[src/rtl/pixel_pack_writer_pkg.sv]
// Shared constants and types for the pixel packer: slot layout, play-window geometry
// and FSM state encoding.
package pixel_pack_writer_pkg;

  localparam int PIX_PER_WORD = 5;
  localparam int SLOT_W       = 3;
  localparam int PACK_W       = PIX_PER_WORD * SLOT_W;
  localparam int WORD_W       = 16;

  localparam int XPOS_START = 192;
  localparam int XPOS_END   = 448;
  localparam int YPOS_START = 48;
  localparam int YPOS_END   = 432;
  localparam int WINDOW_PIX = (XPOS_END - XPOS_START) * (YPOS_END - YPOS_START);

  typedef enum logic [1:0] {
    ST_IDLE = 2'd0,
    ST_PACK = 2'd1,
    ST_PUSH = 2'd2,
    ST_DONE = 2'd3
  } state_e;

  // Lowest bit of slot s inside the pack register (3*s).
  function automatic logic [3:0] slot_lsb(input logic [2:0] s);
    return {1'b0, s} + {s, 1'b0};
  endfunction

endpackage

[src/rtl/pixel_pack_writer.sv]
// Packs 3-bit RGB pixels five to a 16-bit word and pushes each word with its
// frame-memory word address into the display FIFO.
module pixel_pack_writer
  import pixel_pack_writer_pkg::*;
#(
  parameter int PIX_PER_FRAME = WINDOW_PIX,
  parameter int PCNT_W        = 17,
  parameter int ADDR_W        = 15
) (
  input  logic              clk_20MHz,
  input  logic              reset,
  input  logic              frame_start,
  input  logic              pix_valid,
  input  logic [2:0]        pix_rgb,
  output logic              pix_ready,
  input  logic              fifo_full,
  output logic              write_fifo,
  output logic [WORD_W-1:0] fifo_data,
  output logic [ADDR_W-1:0] mem_addr,
  output logic              frame_done,
  output logic [1:0]        dbg_state
);

  localparam logic [PCNT_W-1:0] LAST_CNT  = PCNT_W'(PIX_PER_FRAME - 1);
  localparam logic [PCNT_W-1:0] PPF_CNT   = PCNT_W'(PIX_PER_FRAME);
  localparam logic [2:0]        LAST_SLOT = 3'(PIX_PER_WORD - 1);

  state_e              state_q, state_d;
  logic [2:0]          slot_q, slot_d;
  logic [PCNT_W-1:0]   pix_cnt_q, pix_cnt_d;
  logic [ADDR_W-1:0]   addr_q, addr_d;
  logic [PACK_W-1:0]   pack_q, pack_d;
  logic                last_q, last_d;
  logic                write_q, write_d;
  logic [WORD_W-1:0]   data_q, data_d;
  logic [ADDR_W-1:0]   maddr_q, maddr_d;
  logic                done_q, done_d;

  // Pixel handshake: a pixel transfers on a rising edge where pix_valid and pix_ready
  // are both 1; pix_ready depends only on state, never on pix_valid.
  assign pix_ready  = (state_q == ST_PACK);
  assign write_fifo = write_q;
  assign fifo_data  = data_q;
  assign mem_addr   = maddr_q;
  assign frame_done = done_q;
  assign dbg_state  = state_q;

  always_ff @(posedge clk_20MHz or negedge reset) begin
    if (!reset) begin
      state_q   <= ST_IDLE;
      slot_q    <= '0;
      pix_cnt_q <= '0;
      addr_q    <= '0;
      pack_q    <= '0;
      last_q    <= 1'b0;
      write_q   <= 1'b0;
      data_q    <= '0;
      maddr_q   <= '0;
      done_q    <= 1'b0;
    end else begin
      state_q   <= state_d;
      slot_q    <= slot_d;
      pix_cnt_q <= pix_cnt_d;
      addr_q    <= addr_d;
      pack_q    <= pack_d;
      last_q    <= last_d;
      write_q   <= write_d;
      data_q    <= data_d;
      maddr_q   <= maddr_d;
      done_q    <= done_d;
    end
  end

  always_comb begin
    state_d   = state_q;
    slot_d    = slot_q;
    pix_cnt_d = pix_cnt_q;
    addr_d    = addr_q;
    pack_d    = pack_q;
    last_d    = last_q;
    write_d   = 1'b0;
    data_d    = data_q;
    maddr_d   = maddr_q;
    done_d    = 1'b0;

    // A restart wins over any accept or push on the same edge.
    if (frame_start) begin
      state_d   = ST_PACK;
      slot_d    = '0;
      pix_cnt_d = '0;
      addr_d    = '0;
      pack_d    = '0;
      last_d    = 1'b0;
    end else begin
      unique case (state_q)
        ST_IDLE: ;
        ST_PACK: begin
          if (pix_valid) begin
            pack_d[slot_lsb(slot_q) +: SLOT_W] = pix_rgb;
            slot_d = slot_q + 3'd1;
            if (pix_cnt_q != PPF_CNT) pix_cnt_d = pix_cnt_q + PCNT_W'(1);
            if (slot_q == LAST_SLOT || pix_cnt_q == LAST_CNT) begin
              state_d = ST_PUSH;
              last_d  = (pix_cnt_q == LAST_CNT);
            end
          end
        end
        ST_PUSH: begin
          if (!fifo_full) begin
            write_d = 1'b1;
            data_d  = {1'b0, pack_q};
            maddr_d = addr_q;
            addr_d  = addr_q + ADDR_W'(1);
            slot_d  = '0;
            pack_d  = '0;
            state_d = last_q ? ST_DONE : ST_PACK;
          end
        end
        ST_DONE: begin
          done_d  = 1'b1;
          state_d = ST_IDLE;
        end
        default: state_d = ST_IDLE;
      endcase
    end
  end

endmodule
[config.mk]
export PLATFORM = sky130hd
export DESIGN_NAME = pixel_pack_writer
export DESIGN_NICKNAME = d
export VERILOG_FILES = /design/src/rtl/pixel_pack_writer_pkg.sv /design/src/rtl/pixel_pack_writer.sv
export SDC_FILE = /design/constraint.sdc
export NUM_CORES = 1
export LEC_CHECK = 0
export CAP_MARGIN = 20
export CORE_AREA = 2 2 87 89
export CTS_CLUSTER_DIAMETER = 100
export DETAILED_ROUTE_END_ITERATION = 10
export DIE_AREA = 0 0 89 91
export DONT_BUFFER_PORTS = 1
export PLACE_DENSITY = 0.77
export SYNTH_ARGS = -nofsm -noshare
export SYNTH_HDL_FRONTEND = slang
export SYNTH_SLANG_ARGS = --single-unit
export TNS_END_PERCENT = 100
[constraint.sdc]
create_clock -name clk_20MHz -period 3.58 [get_ports clk_20MHz]
set_input_delay 0.537 -clock clk_20MHz [delete_from_list [all_inputs] [get_ports clk_20MHz]]
set_output_delay 0.537 -clock clk_20MHz [all_outputs]
set_load 0.02 [all_outputs]
; Word-level counts from Yosys, hierarchy flattened
; Cells that the tools add are included.
[op_classes]
n_addsub = 5
mul = 0
n_div = 0
magnitude_cmp = 0
eq_ne = 10
n_shift = 2
muxes = 31
bitwise_logic = 2
reduce_logical = 14
[op_table]
columns = cell, n
row1 = $mux W15, 6
row2 = $mux W17, 4
row3 = $pmux W15 S2, 1
row4 = $add A17 B1 Y17 const B, 1
row5 = $eq A17 B17 Y1 const B, 1
row6 = $ne A17 B17 Y1 const B, 1
row7 = $add A15 B1 Y15 const B, 1
row8 = $bwmux W15, 1
row9 = $shift A3 B6 Y15 const A, 1
row10 = $shiftx A3 B6 Y15, 1
row11 = $reduce_and A3 Y1, 4
row12 = $mux W2, 5
row13 = $reduce_bool A2 Y1, 5
row14 = $mux W1, 9
row15 = $mux W3, 3
row16 = $ne A3 B3 Y1 const B, 2
row17 = $neg A4 Y6, 1
row18 = $pmux W2 S3, 1
row19 = $pmux W3 S2, 1
row20 = $add A3 B4 Y4, 1
row21 = $eq A2 B2 Y1 const B, 2
row22 = $reduce_and A4 Y1, 1
row23 = $reduce_bool A4 Y1, 1
row24 = $add A3 B1 Y3 const B, 1
row25 = 8 further kinds, 9
[word_totals]
ff_bits = 85
latch_bits = 0
ramBits = 0
romBits = 0
inputBits = 8
output_inout_bits = 36
word_cells = 74
n_memories = 0

; Logic depth before layout (Yosys ltp)
; Gate-level depths: netlist of run 1.
[logic_depth]
ltp_word = 7
ltp_mapped = 11
depth_no_buf = 9

; Least setup slack after synthesis of run 1
; No wires, ideal clock.
[synth_timing]
kind = register to register
from = register slot_q[0]
to = register pack_q[8]
setup_ns = 0.140
t_arrival_ns = 2.564
t_required_ns = 3.440
path_slack_ns = 0.876
path_stages_with_launch = 11
path_buffers = 3
synth_period_minus_slack_ns = 2.704
cell_sequence = dfrtp_1 -> clkbuf_1 -> buf_1 -> inv_1 -> ha_1 -> clkbuf_1 -> or3b_2 -> nor2_2 -> a21oi_1 -> o311ai_0 -> o41ai_1
[synth_between]
elab_chain_len = 7
elab_cells_between_ends = 8
cone_classes = add/sub: 2 / shift: 2 / mux: 4
[synth_lines]
columns = element, line
row1 = start: declaration, pixel_pack_writer.sv:29  ; logic [2:0] slot_q, slot_d;
row2 = start signal: assignment, pixel_pack_writer.sv:62  ; slot_q <= slot_d;
row3 = $add A3 B4 Y4 (*), pixel_pack_writer_pkg.sv:25  ; return {1'b0, s} + {s, 1'b0};
row4 = $neg A4 Y6 (*), pixel_pack_writer.sv:99  ; pack_d[slot_lsb(slot_q) +: SLOT_W] = pix_rgb;
row5 = $shiftx A3 B6 Y15 / $shift A3 B6 Y15 (equally long branches), pixel_pack_writer.sv:99
row6 = $bwmux W15 (*), pixel_pack_writer.sv:99
row7 = $mux W15 (*), pixel_pack_writer.sv:98  ; if (pix_valid) begin
row8 = $pmux W15 S2 (*), pixel_pack_writer.sv:95  ; unique case (state_q)
row9 = $mux W15 (*), pixel_pack_writer.sv:87  ; if (frame_start) begin
row10 = end signal: assignment, pixel_pack_writer.sv:65  ; pack_q <= pack_d;
row11 = end: declaration, pixel_pack_writer.sv:32  ; logic [PACK_W-1:0] pack_q, pack_d;
; Mark *: on every way between the ends. The rest lies on a longest branch, timed or not. The select of a mux whose other input is x is not followed.
; A chain may end at the register's enable or synchronous reset.

; Worst setup path in the final report of run 1
[layout_timing]
from = register slot_q[1]
to = register pack_q[14]
; The elaborated chain is that of the path after synthesis.

==> results of run 1 <==
==> final cells by class <==
| cell class | instances | area share (%) |
|---|---|---|
| Tap cell | 99 | 2.61 |
| Timing Repair Buffer | 7 | 1.53 |
| Inverter | 16 | 1.26 |
| Multi-Input combinational cell | 315 | 45.5 |
| Sequential cell | 85 | 44.7 |
| Clock inverter | 7 | 1.74 |
| Clock buffer | 9 | 2.61 |
==> registers in the layout, summed over array words and instances, names as in the netlist <==
name / cells
write_fifo: 1
addr_q: 15
frame_done: 1
mem_addr: 15
dbg_state: 2
slot_q: 3
fifo_data: 15
last_q: 1
pack_q: 15
pix_cnt_q: 17
==> logic make-up after synthesis <==
| kind of cell | count (synthesis) | synth area share (%) |
|---|---|---|
| multiplexers | 38 | 9.44 |
| other | 1 | 0.0847 |
| AO/OA/AOI/OAI | 96 | 14.0 |
| XOR/XNOR | 20 | 4.30 |
| flip-flops | 85 | 48.1 |
| buffers and inverters | 34 | 3.14 |
| AND/OR/NAND/NOR | 150 | 18.0 |
| adder cells (fa/ha/maj) | 10 | 3.00 |
==> worst min-delay path by stage <==
stage,cells past startpoint,slack (ns),endpoint
2_1_floorplan,0,0.24,addr_q[0]
3_3_place_gp,0,0.24,pix_cnt_q[12]
3_5_place_dp,0,0.24,pix_cnt_q[13]
4_1_cts,1,0.08,mem_addr[13]
5_1_grt,1,0.08,addr_q[12]
6_report,1,0.06,addr_q[12]
==> routing by layer <==
metal,share of wire [%],vias to the layer above,global-route usage (%)
met2,48,131,42.2
met4,3.0,0,9.08
met3,6.5,34,6.27
li1,-,1580,-
met5,0,-,0
met1,43,1677,35.3
==> metrics by stage <==
stage | instance area, sq um | total power [W] | instances
finish | 4750 | 0.00193 | 538
detailed placement | 4520 | 0.00120 | 521
CTS | 4750 | 0.00193 | 538
floorplan | 4430 | 0.00116 | 434
global placement | 4520 | 0.00120 | 521
global route | 4750 | 0.00201 | 538
==> cell usage in the layout, fill, tap and decap left out, drive strengths merged, types with 3 or more instances in the layout <==
cell    netlist  final
a21oi        26     26
a22oi         5      5
and2          5      5
and3          3      3
and4          3      3
buf           8      7
clkbuf       10      9
dfrtp        85     85
ha            9      9
inv          16     19
mux2         30     30
mux2i         8      8
nand2        33     33
nand3        17     17
nand4        11     11
nor2         37     37
nor2b         4      4
nor3          5      5
nor4          4      4
o211ai       12     12
o21ai        23     23
o31ai         9      9
or3          10     10
or4           5      5
xnor2         7      7
xor2         13     13
==> power groups by stage <==
stage,logic [W],clock network [W],registers [W]
2_1_floorplan,0.000160,0,0.000996
3_3_place_gp,0.000202,0,0.000998
3_5_place_dp,0.000199,0,0.000998
4_1_cts,0.000223,0.000730,0.000979
5_1_grt,0.000248,0.000783,0.000980
6_report,0.000226,0.000722,0.000979
==> critical path: cells and delay by family (launching register included) <==
kind | cells | cell delay (ns)
adder cells (fa/ha/maj) | 3 | 1.22
AO/OA/AOI/OAI | 4 | 1.25
buffers and inverters | 1 | 0.09
flip-flops | 1 | 0.42
==> metrics.yaml, run 1 <==
power:
  ir_drop_v: 0.000245
  seqPwrFrac_pct: 50.8
  leakagePower_nw: 2.10
  power.switching_w: 0.000550
  pwr-share-comb_pct: 11.7
  switching_share_pct: 28.6
  clkPwrFrac_pct: 37.5
  internal-power_w: 0.00138
  powerDensity_nw_per_um2: 405
clock_tree:
  clockRootBuffer: "clkbuf_8"
  cts_tree: "yes"
  clk_pin_slew_ns: 0.10
  post_cts_buffers: 0
  htree_levels: 3
  numCtsBuffers: 9
  cts_buffer_depth: 2
  cts_hold_buf: 1
  clock-sinks: 85
  post_cts_resized: 0
  clk_latency_ns: 0.37
setup_path:
  reg2reg_slack_ns: 0.48
  crit_top_cell: "ha_1"
  rr_startpoint: "slot_q[1]"
  worstPathArrival_ns: 3.35
  crit_type: "register to register"
  r2r_end: "pack_q[14]"
  cp.required_ns: 3.83
  crit_end: "pack_q[14]"
  max_stage_delay_ns: 0.74
  path_max_fanout: 14
  cp-start-kind: "register"
  crit_chain: "ha_1 -> inv_1 -> fa_1 -> ha_1 -> a2111oi_0 -> a21oi_1 -> o211ai_1 -> o31ai_1"
  cp_slowest_cell: "a2111oi_0"
  endpoint_kind: "register"
  r2r_cells: 8
  crit_start: "slot_q[1]"
sta:
  whs_ns: 0.0617
  finClkSkew_ns: 0.0112
  rsz0062_at_grt: "no"
  fin_crit_sh_pct: 86.5
  final-max-slew-violation-count: 0
  fmax_mhz: 323
  hold_violations: 0
  fin_crit_ns: 3.10
  tightest_slew_ns: 0.788
  finalSetupViolCount: 0
  fin_ws_ns: 0.483
  tns_ns: 0
  slew-limit-headroom_pct: 47.3
placed_design:
  post-place-ws_ns: 0.598
  place_congestion: 0.946
  port_buffers: 0
  place_hpwl_mm: 6.76
yosys:
  synth.distinct_cells: 61
  synth_most_common_cell: "dfrtp_1"
  syn_area_sq_um: 4430
  yosys_warnings: 0
  synth_nets: 452
  yosys.area.top_type: "dfrtp_1"
  synth-async-reset-ratio_pct: 100
  synth_commonest_cells: "dfrtp_1, nor2_1, nand2_1"
  syn_area_per_cell_sq_um: 10.2
  ys_seq_elements: 85
  ys.flop_type: "dfrtp_1"
  synth.area.top_cells: "dfrtp_1, mux2_2, nor2_1"
  synth_edf_count: 0
  ys_seq_area_share_pct: 48.1
  synth_top_area_share_pct: 48.1
  netlist_instances: 434
routing:
  firstDrtPassIters: 5
  wl_per_cell_um: 18.7
  routed_via_density: 6.36
  wirelength_mm: 10.1
  vias: 3422
  remaining_drc_errors: 0
  dr.first_iter.drc_count: 273
  ant_nets: 0
global_routing:
  grt_max_degree: 86
  grt_pass1_vias: 3304
  grt_pass1_wl_mm: 16.6
  grt_overflow_total: 0
  antenna_found_initial: 0
  track_usage_pct: 26.5
finish:
  fillerInstances: 577
  post-route-util_pct: 66.6
  num-nets-final: 452
  seqCellArea_sq_um: 2130
  drive_above_1_share_pct: 14.1
  area_growth_syn_to_layout_pct: 7.44
  multi_input_area_sq_um: 2160
  diodes: 0
floorplan:
  initial_core_util_pct: 62.0
  die_x_um: 89
  die_h_um: 91
  pin_count: 44
  core_sq_um: 7140
  dieArea_sq_um: 8100
  rows: 31
outcome:
  outcome: "finished, final reports clean"
min_path:
  min_path_type: "input pin to async pin"
run:
  cap_viol_max_count: 0
No activity file was read; power rests on OpenSTA's default activity.
==> inputs of run 2 (changes only) <==
Settings changed: PLACE_DENSITY 0.77 to 0.78.
==> metrics.yaml, run 2 (same netlist as run 1, synthesis figures left out) <==
sta:
  rsz0062_at_grt: "no"
  fin_ws_ns: 0.481
  hold_violations: 0
  tightest_slew_ns: 0.712
  final-max-slew-violation-count: 0
  finalSetupViolCount: 0
  fin_crit_sh_pct: 86.6
  finClkSkew_ns: 0.0117
  slew-limit-headroom_pct: 52.3
  fin_crit_ns: 3.10
  whs_ns: 0.0805
  tns_ns: 0
  fmax_mhz: 323
global_routing:
  use_met2_pct: 40.1
  grt_most_used_layer: "met2"
  grt_pass1_vias: 3326
  grt_overflow_total: 0
  globalRouteMet3Util_pct: 4.91
  grt_max_degree: 86
  track_usage_pct: 25.7
  use_met1_pct: 36.1
  grt_pass1_wl_mm: 16.3
  antenna_found_initial: 0
setup_path:
  reg2reg_slack_ns: 0.48
  endpoint_kind: "register"
  crit_type: "register to register"
  cp.required_ns: 3.81
  path_max_fanout: 14
  cp-start-kind: "register"
  worstPathArrival_ns: 3.33
finish:
  num-nets-final: 450
  area_growth_syn_to_layout_pct: 6.73
  largest_register_ffs: 17
  diodes: 0
  drive_above_1_share_pct: 13.7
  mostFrequentLayoutCell: "dfrtp_1"
  largest_register: "pix_cnt_q"
  fin_area_sq_um: 4720
  final_cell_mix: "dfrtp_1, nor2_1, nand2_1, mux2_2, a21oi_1"
floorplan:
  initial_core_util_pct: 62.0
  dieArea_sq_um: 8100
  rows: 31
  die_x_um: 89
  die_h_um: 91
  core_sq_um: 7140
  pin_count: 44
routing:
  firstDrtPassIters: 4
  ant_nets: 0
  dr.first_iter.drc_count: 201
  vias: 3321
  routed_via_density: 6.20
  remaining_drc_errors: 0
  wl_per_cell_um: 18.1
  wirelength_mm: 9.71
run:
  cap_viol_max_count: 0
placed_design:
  post-place-ws_ns: 0.508
  place_hpwl_mm: 6.49
  placed_cell_area_sq_um: 4510
  place_congestion: 0.950
  port_buffers: 0
clock_tree:
  clk_pin_slew_ns: 0.10
  clk_latency_ns: 0.36
  numCtsBuffers: 9
  cts_buffer_depth: 2
  post_cts_buffers: 0
  post_cts_resized: 0
  htree_levels: 3
  clock-sinks: 85
  cts_hold_buf: 1
  cts_tree: "yes"
  clockRootBuffer: "clkbuf_8"
power:
  powerDensity_nw_per_um2: 395
  power.switching_w: 0.000542
  pwr-share-comb_pct: 11.9
  total_power_w: 0.00186
  ir_drop_v: 0.000225
  switching_share_pct: 29.1
  leakagePower_nw: 2.08
  clkPwrFrac_pct: 35.6
  seqPwrFrac_pct: 52.5
  internal-power_w: 0.00132
outcome:
  outcome: "finished, final reports clean"
min_path:
  min_path_type: "input pin to async pin"
## run 2: cell types whose count changed in the layout (fill, tap and decap cells not counted), sizes merged
cell      previous run  this run
clkbuf               9        10
buf                  7         5
clkinv               2         1
bufinv               1         0
clkinvlp             1         2
## run 2: worst paths after layout
kind	to	cells after the start	start
max in group asynchronous	fifo_data[13]	1	reset
min in group clk_20MHz	pix_cnt_q[13]	1	frame_start
hold reg to reg	fifo_data[7]	1	pack_q[7]
hold / removal	pix_cnt_q[16]	1	reset
setup / recovery	pack_q[6]	8	slot_q[1]
setup reg to reg	pack_q[6]	8	slot_q[1]
## run 2: worst max-delay path, cell delays in order, from the launching register on
cell       delay, ns
dfrtp_1         0.41
ha_1            0.20
inv_1           0.07
fa_1            0.79
ha_1            0.47
a2111oi_0       0.56
a21oi_1         0.17
o211ai_1        0.20
o31ai_1         0.09
## run 2: power by group through the flow
stage          clock network (W)  registers, W  logic [W]
6_report                0.000663      0.000979   0.000222
3_3_place_gp                   0      0.000998   0.000199
4_1_cts                 0.000673      0.000979   0.000221
2_1_floorplan                  0      0.000996   0.000160
5_1_grt                 0.000709      0.000981   0.000247
3_5_place_dp                   0      0.000999   0.000197
## run 2: per-layer routing
metal / wire length [um] / vias up / share of wire [%]
li1: - / 1573 / -
met1: 4500 / 1663 / 46
met5: 0 / - / 0
met2: 4640 / 76 / 48
met3: 455 / 9 / 4.7
met4: 111 / 0 / 1.1
## run 2: per-stage QoR
step | util [%] | instances
finish | 66.2 | 536
global route | 66.2 | 536
CTS | 66.2 | 536
detailed placement | 63.1 | 519
global placement | 63.1 | 519
floorplan | - | 434
## run 2: final cells by class
type	instances	area (sq um)
Clock buffer	10	138
Tap cell	99	124
Inverter	16	60.1
Sequential cell	85	2130
Fill cell	561	2410
Timing Repair Buffer	5	57.6
Clock inverter	6	52.6
Multi-Input combinational cell	315	2160
